File: src/rtl/control_sequencer.sv
// Microcoded control sequencer: six-stage fetch/execute FSM producing a 15-bit
// control word from stage, decoded opcode and ALU flags, with optional single-step.
module control_sequencer #(
  parameter int OPW     = 4,
  parameter int STEP_EN = 1
) (
  input  logic           clk,
  input  logic           resetn,
  input  logic [OPW-1:0] opcode,
  input  logic           flag_c,
  input  logic           flag_z,
  input  logic           step_mode,
  input  logic           step,
  output logic [14:0]    ctrl,
  output logic [2:0]     stage,
  output logic           halted,
  output logic           instr_done
);

  // state   | meaning
  // S_T0    | fetch: PC onto bus, load MAR
  // S_T1    | fetch: increment PC
  // S_T2    | fetch: RAM into IR (last stage of NOP)
  // S_T3    | execute 1 (last of HLT/OUT/JMP/JC/JZ)
  // S_T4    | execute 2 (last of LDA)
  // S_T5    | execute 3 (last of ADD/SUB/STA)
  // S_RST   | post-reset, idle word, next is T0
  // S_HALT  | terminal after HLT, left only by reset
  typedef enum logic [2:0] {
    S_T0   = 3'd0,
    S_T1   = 3'd1,
    S_T2   = 3'd2,
    S_T3   = 3'd3,
    S_T4   = 3'd4,
    S_T5   = 3'd5,
    S_RST  = 3'd6,
    S_HALT = 3'd7
  } state_t;

  typedef enum logic [3:0] {
    OP_HLT = 4'd0, OP_NOP = 4'd1, OP_ADD = 4'd2, OP_SUB = 4'd3, OP_LDA = 4'd4,
    OP_OUT = 4'd5, OP_STA = 4'd6, OP_JMP = 4'd7, OP_JC  = 4'd8, OP_JZ  = 4'd9
  } op_t;

  localparam logic [14:0] W_IDLE    = 15'h0FE3;
  localparam logic [14:0] W_T0      = 15'h27E3;
  localparam logic [14:0] W_T1      = 15'h4FE3;
  localparam logic [14:0] W_T2      = 15'h0D63;
  localparam logic [14:0] W_IR_MAR  = 15'h07A3;
  localparam logic [14:0] W_OUT     = 15'h0FF2;
  localparam logic [14:0] W_JMP     = 15'h1FA3;
  localparam logic [14:0] W_RAM_B   = 15'h0DE1;
  localparam logic [14:0] W_RAM_A   = 15'h0DC3;
  localparam logic [14:0] W_A_MEM   = 15'h0BF3;
  localparam logic [14:0] W_ADD     = 15'h0FC7;
  localparam logic [14:0] W_SUB     = 15'h0FCF;
  localparam logic [14:0] W_RAM_WR  = 15'h0EE3;

  state_t state, state_next, last_stage;
  op_t    op;
  logic   advance;

  // Anything outside 0..9 (including upper codes when OPW>4) decodes as NOP.
  always_comb begin
    op = OP_NOP;
    if (opcode < OPW'(10))
      op = op_t'(opcode[3:0]);
  end

  always_comb begin
    last_stage = S_T3;
    case (op)
      OP_NOP:                 last_stage = S_T2;
      OP_LDA:                 last_stage = S_T4;
      OP_ADD, OP_SUB, OP_STA: last_stage = S_T5;
      default:                last_stage = S_T3;
    endcase
  end

  assign advance = !((STEP_EN != 0) && step_mode) || step;

  always_ff @(posedge clk) begin
    if (!resetn)
      state <= S_RST;
    else
      state <= state_next;
  end

  always_comb begin
    state_next = state;
    case (state)
      S_RST:   if (advance) state_next = S_T0;
      S_HALT:  state_next = S_HALT;
      default: begin
        if (advance) begin
          if (state == last_stage)
            state_next = (op == OP_HLT) ? S_HALT : S_T0;
          else
            state_next = state_t'(state + 3'd1);
        end
      end
    endcase
  end

  always_comb begin
    ctrl = W_IDLE;
    case (state)
      S_T0: ctrl = W_T0;
      S_T1: ctrl = W_T1;
      S_T2: ctrl = W_T2;
      S_T3: begin
        case (op)
          OP_ADD, OP_SUB, OP_LDA, OP_STA: ctrl = W_IR_MAR;
          OP_OUT:  ctrl = W_OUT;
          OP_JMP:  ctrl = W_JMP;
          OP_JC:   ctrl = flag_c ? W_JMP : W_IDLE;
          OP_JZ:   ctrl = flag_z ? W_JMP : W_IDLE;
          default: ctrl = W_IDLE;
        endcase
      end
      S_T4: begin
        case (op)
          OP_ADD, OP_SUB: ctrl = W_RAM_B;
          OP_LDA:  ctrl = W_RAM_A;
          OP_STA:  ctrl = W_A_MEM;
          default: ctrl = W_IDLE;
        endcase
      end
      S_T5: begin
        case (op)
          OP_ADD:  ctrl = W_ADD;
          OP_SUB:  ctrl = W_SUB;
          OP_STA:  ctrl = W_RAM_WR;
          default: ctrl = W_IDLE;
        endcase
      end
      default: ctrl = W_IDLE;
    endcase
  end

  assign stage  = state;
  assign halted = (state == S_HALT);
  // A pending reset means the stage will not advance, so no completion is flagged.
  assign instr_done = resetn && advance && (state != S_RST) && (state != S_HALT)
                      && (state == last_stage);

endmodule

File: config.mk
export PLATFORM = sky130hd
export DESIGN_NAME = control_sequencer
export DESIGN_NICKNAME = d
export VERILOG_FILES = /design/src/rtl/control_sequencer.sv
export SDC_FILE = /design/constraint.sdc
export NUM_CORES = 1
export LEC_CHECK = 0
export BUFFER_PORTS_ARGS = -buffer_cell sky130_fd_sc_hd__buf_4
export CAP_MARGIN = 25
export CORE_ASPECT_RATIO = 1.25
export CORE_MARGIN = 5
export CORE_UTILIZATION = 25
export CTS_CLUSTER_SIZE = 16
export DETAILED_ROUTE_END_ITERATION = 8
export PLACE_DENSITY = 0.58
export REMOVE_ABC_BUFFERS = 1
export SLEW_MARGIN = 20
export SYNTH_ARGS = -nofsm -noshare
export SYNTH_HDL_FRONTEND = slang
export SYNTH_SLANG_ARGS = --single-unit
File: constraint.sdc
create_clock -name clk -period 1.6 [get_ports clk]
set_input_delay 0.16 -clock clk [delete_from_list [all_inputs] [get_ports clk]]
set_output_delay 0.16 -clock clk [all_outputs]
set_load 0.05 [all_outputs]
==> results.toml, run 1 <==
[place]
place_inst = 197
numPortBuffers = 29
hpwl_um = 2010
gp_congestion = 0.845

[flow_run]
drv_cap = 0

[synthesis]
synth_common_cells = "nand2_1, nor2_1, inv_1"
synth_area_um2 = 728
ys.flop_type = "dfxtp_1"
avgSynthCellArea_um2 = 6.87
synth.area.top_cells = "ha_1, dfxtp_1, nand2_1, buf_6, nor2_1"
yosysTopAreaCell = "ha_1"
async_flop_share = 0
synth-edff-count = 0
synthCells = 106
yosys.area.top_type_share = 0.103
yosys_warnings = 0
ys_types = 43
seq_area_frac_synth = 0.0825
yosysMostFrequentCell = "nand2_1"
yosys_register_bits = 3

[cts]
clock-sinks = 3
htree_levels = 1
clkTransAtPathRegs_ps = 40
insertion_delay_ps = 250
clockBufferDepth = 2
hold_buffers = 0
cts-root-buf = "clkbuf_4"
cts_tree = "done"
numCtsBuffers = 3

[setup_path]
critPathCaptureType = "primary output"
critical-path-top-delay-family = "compound AO/OA/AOI/OAI gates"
cp-start-kind = "flop"
slowest_delay_ps = 380
cp_max_fo = 5
worst-setup-path-type = "reg -> out"
cpMaxStageDelayCell = "dfxtp_4"
reg2reg_depth = 8
required_ps = 1440
path_buf_inv = 2
r2r_setup_slack_ps = -140
crit_arrival_ps = 1690
cp_cell_sequence = "buf_6 > and3b_1 > a31o_2 > a211oi_4 > nor4_2 > buf_4"
worstReg2RegStart = "stage[0]"
reg2reg_to = "stage[2]"

[worst_hold_path]
worstHoldStart = "resetn"
hold_path_end = "stage[2]"
worstHoldPathCells = 2
hold_class = "in -> reg"

[floorplanning]
die_h_um = 70.3
core-area_um2 = 2860
die_width_um = 58.3
initial_utilization = 0.254
ios = 30
die-area_um2 = 4100
rows = 22

[sta]
tightest_slew_ps = 304
min_period_ps = 1850
fin_skew_ps = 9.95
hold_viol = 0
finalSetupViolations = 15
slew_viol_final = 0
period_share = 1.16
fmax_mhz = 539
setup_ws_ps = -254
max_slew_margin = 0.797
hold_ws_ps = 183
rsz0062_at_grt = "yes"

[final_layout]
largest_reg_flops = 3
insertedDiodeCount = 0
instances_no_fill = 205
nets = 186
areaGrowthSynthToFinish_pct = 111
num-fill-cells = 294
drive_gt1_frac = 0.645

[pwr]
p_per_area_nw_per_um2 = 1670
total_power_mw = 2.57
p_sw_mw = 1.32
seqPwrFrac = 0.070
clkPwrFrac = 0.055
ir_drop_mv = 1.47
p_leak_nw = 0.644
share_comb_of_total_power = 0.875
internal_power_mw = 1.26
p_sw_frac = 0.512

[routing]
wl_per_cell_um = 13.9
drt_wl_total_um = 2860
drtIter0Drc = 20
drt_first_pass_iters = 4
num_vias = 1023
antenna_left = 0
drc = 0
avgViaCountPerCell = 4.99

[global_routing]
grt_use_total = 0.143
grt_pass1_vias = 1076
grt_max_degree = 10
grt_overflow = 0
grt_pass1_wl_um = 4640
antenna_found_initial = 0

[run_status]
status = "complete, but fails checks"
violations = "setup timing"
logic make-up (layout without fill, tap and decap cells):
kind of cell	Yosys count	in the layout	synth area share
adders and majority gates	6	6	0.103
muxes	1	1	0.0137
AOI/OAI and AO/OA	26	26	0.251
and+or+nand+nor	54	54	0.412
DFF	3	3	0.0825
xor gates and xnor gates	2	2	0.0241
buffers and inverters	14	77	0.113
worst register-to-register path, delay by kind of cell (launching register included):
family                 cells  cell delay, ps
AOI/OAI and AO/OA          4             700
and+or+nand+nor            1             170
buffers and inverters      3             410
DFF                        1             380
cell usage in the layout (no fill, tap or decap), drive strengths merged, types with 2 or more instances in the layout:
| cell | instances |
|---|---|
| a21oi | 5 |
| a31oi | 2 |
| and2 | 2 |
| and3b | 2 |
| buf | 65 |
| clkbuf | 4 |
| dfxtp | 3 |
| ha | 6 |
| inv | 8 |
| nand2 | 13 |
| nand3 | 6 |
| nand4 | 2 |
| nor2 | 12 |
| nor2b | 4 |
| nor3 | 2 |
| nor3b | 2 |
| o21a | 2 |
| o21ai | 3 |
| o22ai | 2 |
| o31ai | 3 |
| xnor2 | 2 |
per-stage QoR:
stage / cell area, um2 / util / TNS, ps / setup slack (ps)
2_1_floorplan: 676 / - / -10940 / -1590
3_3_place_gp: 1180 / 0.412 / -515 / -132
3_5_place_dp: 1180 / 0.412 / -678 / -162
4_1_cts: 1430 / 0.499 / -2000 / -231
5_1_grt: 1540 / 0.538 / -2890 / -307
6_report: 1540 / 0.538 / -2100 / -254
metal layers:
metal | share of wire | track usage | vias up
li1 | - | - | 506
met3 | 0.046 | 0.0203 | 4
met5 | 0 | 0 | -
met2 | 0.57 | 0.278 | 27
met1 | 0.36 | 0.142 | 486
met4 | 0.016 | 0.0644 | 0
repair_timing:
action / 4_1_cts / 5_1_grt
endpoints found under the setup margin: 17 / 19
setup buffers: 4 / 0
pin swaps: 14 / 6
resized for setup: 47 / 29
power by group through the flow:
| stage | Clock, mW | Combinational (mW) | Sequential [mW] |
|---|---|---|---|
| floorplan | 0 | 0.763 | 0.292 |
| global placement | 0 | 1.60 | 0.141 |
| detailed placement | 0 | 1.60 | 0.143 |
| CTS | 0.139 | 2.00 | 0.173 |
| global route | 0.150 | 2.37 | 0.186 |
| finish | 0.143 | 2.25 | 0.180 |
area by class of cell:
| type | count | area, um2 | share of cell area |
|---|---|---|---|
| Sequential cell | 3 | 67.6 | 0.0439 |
| Clock buffer | 4 | 26.3 | 0.0171 |
| Tap cell | 36 | 45.0 | 0.0293 |
| Multi-Input combinational cell | 89 | 792 | 0.515 |
| Inverter | 8 | 37.5 | 0.0244 |
| Timing Repair Buffer | 65 | 571 | 0.371 |
worst max path at each step:
stage / startpoint / to / slack [ps] / cells after the start
2_1_floorplan: stage[0] / instr_done / -1590 / 5
3_3_place_gp: stage[0] / ctrl[0] / -130 / 7
3_5_place_dp: stage[0] / ctrl[0] / -160 / 7
4_1_cts: stage[0] / instr_done / -230 / 6
5_1_grt: stage[0] / instr_done / -310 / 6
6_report: stage[0] / instr_done / -250 / 6
No activity file was read; power rests on OpenSTA's default activity.
==> run 2, diff against run 1 <==
- CELL_PAD_IN_SITES_DETAIL_PLACEMENT: default -> 0
- CELL_PAD_IN_SITES_GLOBAL_PLACEMENT: default -> 1
- PLACE_DENSITY: 0.58 -> 0.75
==> run 2 against run 1 <==
Power increased by 4.7%; global-route usage fell by 0.084 points; non-clock buffer count is 5 higher; the flow still finishes with violations (setup timing); first-iteration DRC count shrank 20%; largest power group unchanged; setup slack got worse by 1.2 ps; sequential power fell by 4%.
==> results.toml, run 2 (same netlist as run 1, synthesis figures left out) <==
[run_status]
status = "complete, but fails checks"
violations = "setup timing"

[sta]
fmax_mhz = 539
max_slew_margin = 0.757
finalSetupViolations = 17
period_share = 1.16
hold_viol = 0
min_period_ps = 1860
slew_viol_final = 0
tns_ps = -2190
fin_skew_ps = 2.73
setup_ws_ps = -255
tightest_slew_ps = 361
rsz0062_at_grt = "yes"
hold_ws_ps = 199

[cts]
numCtsBuffers = 3
cts_tree = "done"
hold_buffers = 0
clock-sinks = 3
insertion_delay_ps = 230
htree_levels = 1
clkTransAtPathRegs_ps = 40
cts-root-buf = "clkbuf_4"
clockBufferDepth = 2

[pwr]
share_comb_of_total_power = 0.888
clkPwrFrac = 0.048
seqPwrFrac = 0.064
p_per_area_nw_per_um2 = 1610
internal_power_mw = 1.32
ir_drop_mv = 1.14
p_leak_nw = 0.699
p_sw_mw = 1.37
p_sw_frac = 0.510

[global_routing]
grt_pass1_wl_um = 4570
antenna_found_initial = 0
grt_use_total = 0.142
grt_pass1_vias = 1092
grt_max_degree = 13
grt_overflow = 0

[place]
placed_cell_area_um2 = 1160
gp_congestion = 0.870
hpwl_um = 2040
numPortBuffers = 29

[final_layout]
drive_gt1_frac = 0.667
num-fill-cells = 256
multiInputGateArea_um2 = 860
insertedDiodeCount = 0
final_cell_mix = "buf_4, buf_6, nand2_1"
regArea_um2 = 67.6
final_core_util = 0.584
areaGrowthSynthToFinish_pct = 130
nets = 191
layout_commonest_cell = "buf_4"
final_cell_area_um2 = 1670
largest_reg_flops = 3

[routing]
avgViaCountPerCell = 5.01
num_vias = 1052
drt_wl_total_um = 2950
drc = 0
drt_first_pass_iters = 4
drtIter0Drc = 16
wl_per_cell_um = 14.1
antenna_left = 0

[worst_hold_path]
worstHoldPathCells = 2
hold_class = "in -> reg"

[setup_path]
required_ps = 1440
cp-start-kind = "flop"
worst-setup-path-type = "reg -> out"
cp_max_fo = 4
reg2reg_depth = 8
crit_arrival_ps = 1700
critPathCaptureType = "primary output"

[floorplanning]
die_width_um = 58.3
core-area_um2 = 2860
die_h_um = 70.3
die-area_um2 = 4100
initial_utilization = 0.254
rows = 22
ios = 30

[flow_run]
drv_cap = 0
-- run 2: changes by cell type in the layout (fill, tap and decap cells not counted), moves of 2 or more --
cell	previous run	this run
nand2_2	6	0
buf_6	18	23
nand2_1	7	11
inv_4	3	0
inv_6	0	2
nand2_4	0	2
nor2_4	3	5
-- run 2: routing by layer --
layer / share of wire / routed length [um] / global-route usage
met1: 0.33 / 975 / 0.133
met4: 0.048 / 142 / 0.0799
met3: 0.046 / 137 / 0.0277
met5: 0 / 0 / 0
met2: 0.57 / 1700 / 0.273
-- run 2: repair_timing --
| action | 4_1_cts | 5_1_grt |
|---|---|---|
| setup buffers | 8 | 3 |
| resized for setup | 69 | 25 |
| endpoints found under the setup margin | 18 | 18 |
| pin swaps | 26 | 4 |
-- run 2: critical path, stage by stage, from the launching register on --
cell     delay [ps]
dfxtp_4         360
ha_4            170
buf_6           110
ha_4            160
nor2_4           90
nand3_2          90
nor4_4          290
buf_6           190
-- run 2: worst paths after layout --
kind                                    to     start  slack (ps)
worst min-delay path              stage[2]    resetn         200
worst max register to register    stage[2]  stage[0]        -160
worst max-delay path            instr_done  stage[0]        -260
worst min register to register    stage[2]  stage[2]         720
-- run 2: power by group through the flow --
stage / Sequential (mW) / Combinational (mW) / Clock [mW]
2_1_floorplan: 0.292 / 0.763 / 0
3_3_place_gp: 0.134 / 1.57 / 0
3_5_place_dp: 0.140 / 1.57 / 0
4_1_cts: 0.170 / 2.15 / 0.140
5_1_grt: 0.176 / 2.55 / 0.142
6_report: 0.173 / 2.39 / 0.130
-- run 2: final cells by class --
cell class	instances	share of cell area
flip-flops and latches	3	0.0404
well taps	36	0.0269
clock buffers	4	0.0157
inverters	8	0.0239
repair buffers	70	0.379
multi-input cells	89	0.514
-- run 2: metrics by stage --
step / power [mW] / setup slack (ps) / instances
4_1_cts: 2.46 / -278 / 207
5_1_grt: 2.87 / -340 / 210
2_1_floorplan: 1.05 / -1590 / 100
3_3_place_gp: 1.70 / -130 / 195
6_report: 2.70 / -255 / 210
3_5_place_dp: 1.71 / -181 / 195
